===== src/rtl/vga_scanout.sv =====
// vga_scanout
// -----------------------------------------------------------------------------
// Parametrised VGA scan-out engine. It generates horizontal and vertical timing
// for any mode and fetches pixels from an external synchronous frame-buffer RAM
// by linear address. The timing flags are delayed to match the RAM read latency,
// so pixel data, syncs and the display-enable flag leave the block on the same
// cycle.
//
// Optional feature, compiled in with `define VGA_TEST_PATTERN_EN:
//   When test_mode=1, eight vertical colour bars replace the RAM data and the
//   frame-buffer read strobe is held low. Without the macro, test_mode is
//   ignored and the pattern logic is absent.
//
// Ports:
//   clock       in   pixel clock; all logic on the rising edge
//   reset_n     in   asynchronous, active-low reset
//   enable      in   run timing; low parks the engine at (0,0)
//   test_mode   in   select the internal colour bars (test-pattern builds only)
//   fb_rd_en    out  frame-buffer read strobe
//   fb_addr     out  linear pixel address, y*H_ACTIVE + x
//   fb_rd_data  in   RAM data, valid RD_LAT cycles after fb_rd_en
//   vga_pixel   out  pixel value; 0 outside the active area
//   hsync_out   out  horizontal sync, active level SYNC_POL
//   vsync_out   out  vertical sync, active level SYNC_POL
//   in_display  out  output pixel lies in the active area
//   frame_start out  one-cycle pulse with output pixel (0,0)
//
// RD_LAT must be in 1..4. H_ACTIVE must be at least 8 so that each colour bar
// is at least one pixel wide.
// -----------------------------------------------------------------------------
module vga_scanout #(
  parameter int H_ACTIVE = 640,
  parameter int H_FRONT  = 16,
  parameter int H_SYNC   = 96,
  parameter int H_BACK   = 48,
  parameter int V_ACTIVE = 480,
  parameter int V_FRONT  = 10,
  parameter int V_SYNC   = 2,
  parameter int V_BACK   = 33,
  parameter int PIXEL_W  = 3,
  parameter int RD_LAT   = 1,
  parameter bit SYNC_POL = 1'b0,
  parameter int AW       = $clog2(H_ACTIVE * V_ACTIVE)
) (
  input  logic               clock,
  input  logic               reset_n,
  input  logic               enable,
  input  logic               test_mode,
  output logic               fb_rd_en,
  output logic [AW-1:0]      fb_addr,
  input  logic [PIXEL_W-1:0] fb_rd_data,
  output logic [PIXEL_W-1:0] vga_pixel,
  output logic               hsync_out,
  output logic               vsync_out,
  output logic               in_display,
  output logic               frame_start
);

  localparam int H_TOTAL = H_ACTIVE + H_FRONT + H_SYNC + H_BACK;
  localparam int V_TOTAL = V_ACTIVE + V_FRONT + V_SYNC + V_BACK;
  localparam int XW      = $clog2(H_TOTAL);
  localparam int YW      = $clog2(V_TOTAL);

  localparam logic [XW-1:0] X_LAST     = XW'(H_TOTAL - 1);
  localparam logic [XW-1:0] X_ACT      = XW'(H_ACTIVE);
  localparam logic [XW-1:0] HS_FIRST   = XW'(H_ACTIVE + H_FRONT);
  localparam logic [XW-1:0] HS_LAST    = XW'(H_ACTIVE + H_FRONT + H_SYNC - 1);
  localparam logic [YW-1:0] Y_LAST     = YW'(V_TOTAL - 1);
  localparam logic [YW-1:0] Y_ACT      = YW'(V_ACTIVE);
  localparam logic [YW-1:0] VS_FIRST   = YW'(V_ACTIVE + V_FRONT);
  localparam logic [YW-1:0] VS_LAST    = YW'(V_ACTIVE + V_FRONT + V_SYNC - 1);
  localparam logic [AW-1:0] ADDR_LAST  = AW'(H_ACTIVE * V_ACTIVE - 1);

`ifdef VGA_TEST_PATTERN_EN
  localparam int            BAR_W    = H_ACTIVE / 8;
  localparam logic [XW-1:0] BAR_LAST = XW'(BAR_W - 1);
`endif

  // Per-pixel flags that travel down the latency-matching delay line.
  // hsync/vsync here are logical "asserted" flags; polarity is applied at the pins.
  typedef struct packed {
    logic          active;
    logic          hsync;
    logic          vsync;
    logic          first;
`ifdef VGA_TEST_PATTERN_EN
    logic          pattern;
    logic [XW-1:0] bar;
`endif
  } stage_t;

  logic          running;
  logic [XW-1:0] count_x, next_x;
  logic [YW-1:0] count_y, next_y;
  logic [AW-1:0] next_addr;
  logic          next_rd_en;
  stage_t        stage0, stage0_next;
  stage_t        delay_q [RD_LAT];
  stage_t        delayed;
  logic [PIXEL_W-1:0] pixel_mux;

`ifdef VGA_TEST_PATTERN_EN
  logic [XW-1:0] bar_pos, next_bar_pos;
`else
  logic unused_test_mode;
  assign unused_test_mode = test_mode;
`endif

  // Next counter values. The first enabled edge after reset or a park only
  // arms 'running' and leaves the counters at (0,0), so every run starts there.
  always_comb begin
    next_x = '0;
    next_y = '0;
    if (enable && running) begin
      if (count_x == X_LAST) begin
        next_x = '0;
        next_y = (count_y == Y_LAST) ? '0 : count_y + 1'b1;
      end else begin
        next_x = count_x + 1'b1;
        next_y = count_y;
      end
    end
  end

  // The address is a running counter: it advances after every active pixel and
  // holds through blanking, so it already points at the next line's first pixel.
  always_comb begin
    next_addr = '0;
    if (enable && running) begin
      next_addr = fb_addr;
      if (stage0.active) begin
        next_addr = (fb_addr == ADDR_LAST) ? '0 : fb_addr + 1'b1;
      end
    end
  end

`ifdef VGA_TEST_PATTERN_EN
  // Bar index tracks count_x / BAR_W incrementally instead of dividing.
  always_comb begin
    next_bar_pos     = '0;
    stage0_next.bar  = '0;
    if (enable && running && (count_x != X_LAST)) begin
      if (bar_pos == BAR_LAST) begin
        next_bar_pos    = '0;
        stage0_next.bar = stage0.bar + 1'b1;
      end else begin
        next_bar_pos    = bar_pos + 1'b1;
        stage0_next.bar = stage0.bar;
      end
    end
  end
`endif

  // Stage-0 flags are computed from the next counter values and registered,
  // so they sit on the same cycle as the counters they describe.
  always_comb begin
    stage0_next.active  = 1'b0;
    stage0_next.hsync   = 1'b0;
    stage0_next.vsync   = 1'b0;
    stage0_next.first   = 1'b0;
`ifdef VGA_TEST_PATTERN_EN
    stage0_next.pattern = 1'b0;
`endif
    if (enable) begin
      stage0_next.active  = (next_x < X_ACT) && (next_y < Y_ACT);
      stage0_next.hsync   = (next_x >= HS_FIRST) && (next_x <= HS_LAST);
      stage0_next.vsync   = (next_y >= VS_FIRST) && (next_y <= VS_LAST);
      stage0_next.first   = (next_x == '0) && (next_y == '0);
`ifdef VGA_TEST_PATTERN_EN
      stage0_next.pattern = test_mode;
`endif
    end
`ifdef VGA_TEST_PATTERN_EN
    next_rd_en = stage0_next.active && !stage0_next.pattern;
`else
    next_rd_en = stage0_next.active;
`endif
  end

  always_ff @(posedge clock or negedge reset_n) begin
    if (!reset_n) begin
      running  <= 1'b0;
      count_x  <= '0;
      count_y  <= '0;
      fb_addr  <= '0;
      fb_rd_en <= 1'b0;
      stage0   <= '0;
`ifdef VGA_TEST_PATTERN_EN
      bar_pos  <= '0;
`endif
    end else begin
      running  <= enable;
      count_x  <= next_x;
      count_y  <= next_y;
      fb_addr  <= next_addr;
      fb_rd_en <= next_rd_en;
      stage0   <= stage0_next;
`ifdef VGA_TEST_PATTERN_EN
      bar_pos  <= next_bar_pos;
`endif
    end
  end

  // RD_LAT-deep delay line: its tail lines up with the RAM data for the same pixel.
  // When parked, idle flags shift in, so outputs drain to reset values naturally.
  always_ff @(posedge clock or negedge reset_n) begin
    if (!reset_n) begin
      for (int i = 0; i < RD_LAT; i++) begin
        delay_q[i] <= '0;
      end
    end else begin
      delay_q[0] <= stage0;
      for (int i = 1; i < RD_LAT; i++) begin
        delay_q[i] <= delay_q[i-1];
      end
    end
  end

  assign delayed = delay_q[RD_LAT-1];

  always_comb begin
    pixel_mux = '0;
    if (delayed.active) begin
`ifdef VGA_TEST_PATTERN_EN
      pixel_mux = delayed.pattern ? PIXEL_W'(delayed.bar) : fb_rd_data;
`else
      pixel_mux = fb_rd_data;
`endif
    end
  end

  always_ff @(posedge clock or negedge reset_n) begin
    if (!reset_n) begin
      vga_pixel   <= '0;
      hsync_out   <= ~SYNC_POL;
      vsync_out   <= ~SYNC_POL;
      in_display  <= 1'b0;
      frame_start <= 1'b0;
    end else begin
      vga_pixel   <= pixel_mux;
      hsync_out   <= delayed.hsync ? SYNC_POL : ~SYNC_POL;
      vsync_out   <= delayed.vsync ? SYNC_POL : ~SYNC_POL;
      in_display  <= delayed.active;
      frame_start <= delayed.first;
    end
  end

endmodule


===== config.mk =====
export PLATFORM = sky130hd
export DESIGN_NAME = vga_scanout
export DESIGN_NICKNAME = d
export VERILOG_FILES = /design/src/rtl/vga_scanout.sv
export SDC_FILE = /design/constraint.sdc
export NUM_CORES = 1
export LEC_CHECK = 0
export ABC_CLOCK_PERIOD_IN_PS = 2200
export BUFFER_PORTS_ARGS = -buffer_cell sky130_fd_sc_hd__buf_2
export CAP_MARGIN = 10
export CORE_ASPECT_RATIO = 1.75
export CORE_MARGIN = 4
export CORE_UTILIZATION = 54
export CTS_BUF_LIST = sky130_fd_sc_hd__clkbuf_8
export DETAILED_ROUTE_END_ITERATION = 7
export HOLD_SLACK_MARGIN = 0.08
export PLACE_DENSITY = 0.83
export SYNTH_ARGS = -nofsm -noshare
export SYNTH_HDL_FRONTEND = slang
export SYNTH_SLANG_ARGS = --single-unit

===== constraint.sdc =====
create_clock -name clock -period 2.2 [get_ports clock]
set_input_delay 0.22 -clock clock [delete_from_list [all_inputs] [get_ports clock]]
set_output_delay 0.22 -clock clock [all_outputs]
set_load 0.1 [all_outputs]

==> impl_metrics.env <==
export IMPL_grtUsageTotal_pct=20.02
export IMPL_startpoint="count_x[0]"
export IMPL_synth_seq_cells=55
export IMPL_dpl_worst_slack_ns=-0.1275
export IMPL_crit_arrival_ns=2.43
export IMPL_fin_util_pct=66.71
export IMPL_fin_cells=392
export IMPL_finalCriticalPeriod_ns=2.193
export IMPL_synth_xor_area_share_pct=8.608
export IMPL_timing_rr_end="stage0[1]"
export IMPL_yosysWarnings=0
export IMPL_routed_wl_mm=6.206
export IMPL_place_congestion=0.9546
export IMPL_start_util_pct=56.28
export IMPL_netlist_instances=282
export IMPL_synthFlopType="dfrtp_1"
export IMPL_p_total_mw=1.752
export IMPL_synth_area_leader_cell="dfrtp_1"
export IMPL_hold_depth=1
export IMPL_cts_sinks=55
export IMPL_final_max_slew_violation_count=0
export IMPL_crit_fanout=5
export IMPL_ctsHtreeMaxLevel=2
export IMPL_dr_pass1_iters=4
export IMPL_critPathLaunchType="flip-flop"
export IMPL_row_count=34
export IMPL_vias_per_cell=5.872
export IMPL_synthSimpleGateAreaFrac_pct=26.31
export IMPL_synth_compound_area_share_pct=10.23
export IMPL_final_seq_area_um2=1416
export IMPL_hold_start="enable"
export IMPL_fmax_ghz=0.4559
export IMPL_async_flop_share_pct=100.0
export IMPL_grt_pass1_wl_mm=10.58
export IMPL_wl_per_cell_um=15.83
export IMPL_synthTopCellsByArea="dfrtp_1 (47%), xnor2_1 (4.6%), nor2_1 (4.2%)"
export IMPL_grt_pass1_vias=2404
export IMPL_num_vias=2302
export IMPL_grt_max_degree=41
export IMPL_io_pins=34
export IMPL_synthAdderAreaFrac_pct=1.757
export IMPL_syn_cell_area_um2=2849
export IMPL_port_buffers=32
export IMPL_tritoncts="yes"
export IMPL_multi_input_area_um2=1424
export IMPL_die_w_um=62.91
export IMPL_worst_pin_slew_ns=0.8343
export IMPL_synthMuxAreaShare_pct=0.7027
export IMPL_antenna_found_initial=0
export IMPL_drive_above_1_share_pct=31.95
export IMPL_grt_overflow=0
export IMPL_worst_slack_ns=0.006664
export IMPL_cp_required_ns=2.44
export IMPL_coreArea_um2=5062
export IMPL_rsz0062_at_grt="yes"
export IMPL_syn_to_final_growth_pct=18.53
export IMPL_maxSlewHeadroom_pct=44.38
export IMPL_peakVddDrop_v=0.0003721
export IMPL_r2r_start="count_x[0]"
export IMPL_die_height_um=104.1
export IMPL_crit_end="stage0[1]"
export IMPL_rr_worst_depth=7
export IMPL_dieArea_um2=6547
export IMPL_antenna_left=0
export IMPL_root_buffer="clkbuf_8"
export IMPL_synth_top_family_by_area="simple AND/OR/NAND/NOR gates"
export IMPL_hold_path_class="in -> reg"
export IMPL_synth_cell_types=56
export IMPL_cts_max_path_buffers=2
export IMPL_fin_skew_ns=0.01164
export IMPL_hold_viol_final=0
export IMPL_rrSetupSlack_ns=0.007
export IMPL_placed_cells=380
export IMPL_p_leak_nw=1.488
export IMPL_timing_final_setup_violations=0
export IMPL_synth_edf_count=0
export IMPL_clkLatencyLatePin_ns=0.31
export IMPL_fillers=410
export IMPL_syn_avg_cell_area_um2=10.10
export IMPL_synth_top_area_share_pct=46.55
export IMPL_cts_made_buffers=5
export IMPL_antennaDiodeCount=0
export IMPL_worst_setup_path_type="reg -> reg"
export IMPL_syn_num_nets=293
export IMPL_clk_pin_slew_ns=0.10
export IMPL_seq_area_frac_synth_pct=48.40
export IMPL_drv_cap=0
export IMPL_finalNetCount=348
export IMPL_drc=0
export IMPL_power_density_nw_per_um2=518.9
export IMPL_finalCritPeriodShare_pct=99.70
export IMPL_drtIter0Drc=103
export IMPL_dp_final_hpwl_mm=4.738
export IMPL_cp_end_kind="flip-flop"
export IMPL_status="completed"
-- what timing repair did --
item | CTS | global route
gates cloned | 0 | 0
resized for setup | 3 | 7
setup endpoints to repair | 4 | 4
pin swaps | 0 | 2
hold endpoints to repair | 36 | 0
hold buffers | 1 | 0
buffers inserted | 1 | 2
-- worst min path at each step --
stage,endpoint
final,running
after global routing,running
after CTS,running
after detailed placement,frame_start
after global placement,frame_start
after floorplan,count_x[0]
-- flip-flops by register name (all words and copies together), names as in the netlist --
signal,count
vga_pixel,3
hsync_out,1
delay_q,4
stage0,4
vsync_out,1
fb_addr,19
in_display,1
frame_start,1
count_y,10
count_x,10
running,1
-- layout by cell type, fill, tap and decap left out, types with 2 or more instances in the layout --
master,instances
a21o_1,2
a21oi_1,7
a41o_1,2
and2_1,5
and3_1,5
and4_1,3
buf_2,32
buf_4,23
clkbuf_8,5
clkinvlp_4,2
dfrtp_1,33
dfrtp_2,15
dfrtp_4,5
dfstp_2,2
ha_1,3
inv_1,10
mux2i_1,2
nand2_1,22
nand2b_1,2
nand3_1,17
nand4_1,9
nor2_1,32
nor2b_1,7
nor3_1,5
nor4_1,3
nor4bb_1,2
o21ai_0,13
o31ai_1,6
or2_2,2
or3_1,4
or3_2,2
xnor2_1,14
xor2_1,12
-- cell type report --
class	count	area share, %
Multi-Input combinational cell	209	42.16
Clock inverter	3	0.5928
Clock buffer	5	2.038
Timing Repair Buffer	56	10.15
Tap cell	54	2.001
Sequential cell	55	41.94
Inverter	10	1.112
-- metrics by stage --
step | hold WS (ns) | area (um2) | TNS (ns)
2_1_floorplan | -0.07559 | 2904 | -0.02290
3_3_place_gp | 0.3345 | 3206 | -0.07020
3_5_place_dp | 0.3432 | 3206 | -0.1537
4_1_cts | 0.1007 | 3329 | 0
5_1_grt | 0.1013 | 3377 | -0.05870
6_report | 0.1108 | 3377 | 0
-- per-layer routing --
layer	global-route usage [%]	vias up	routed length, um	part of all wire (%)
met2	38.55	47	3595	58
li1	-	1103	-	-
met1	20.92	1143	2337	38
met3	3.027	9	170	2.7
met5	0	-	0	0
met4	7.899	0	102	1.6
-- cell families after synthesis --
kind of cell               Yosys count
and+or+nand+nor                    135
DFF                                 55
AOI/OAI and AO/OA                   40
xor gates and xnor gates            28
buffers and inverters               18
adders and majority gates            4
muxes                                2
-- where the power goes --
group | switching [mW] | internal, mW
clock | 0.336 | 0.222
combinational | 0.122 | 0.0356
sequential | 0.00875 | 1.03
total | 0.468 | 1.28
-- worst max-delay path: stages (launching register included) --
cell      delay (ns)
dfrtp_1         0.37
ha_2            0.21
nand4_4         0.15
or4_4           0.56
mux2i_1         0.21
nand4b_1        0.17
or3_1           0.35
nor3_2          0.11
-- cells in the mapped netlist, types with 3 or more instances --
library cell / count
and4_1: 3
nand3_1: 17
dfrtp_1: 53
o21ai_0: 13
nor3_1: 5
and2_1: 5
inv_1: 10
a21oi_1: 7
nand2_1: 22
nor4_1: 4
nand4_1: 9
xnor2_1: 15
nor2b_1: 7
o31ai_1: 6
or3_1: 4
nor2_1: 32
xor2_1: 13
ha_1: 4
and3_1: 5
(Power assumes the default switching activity.)
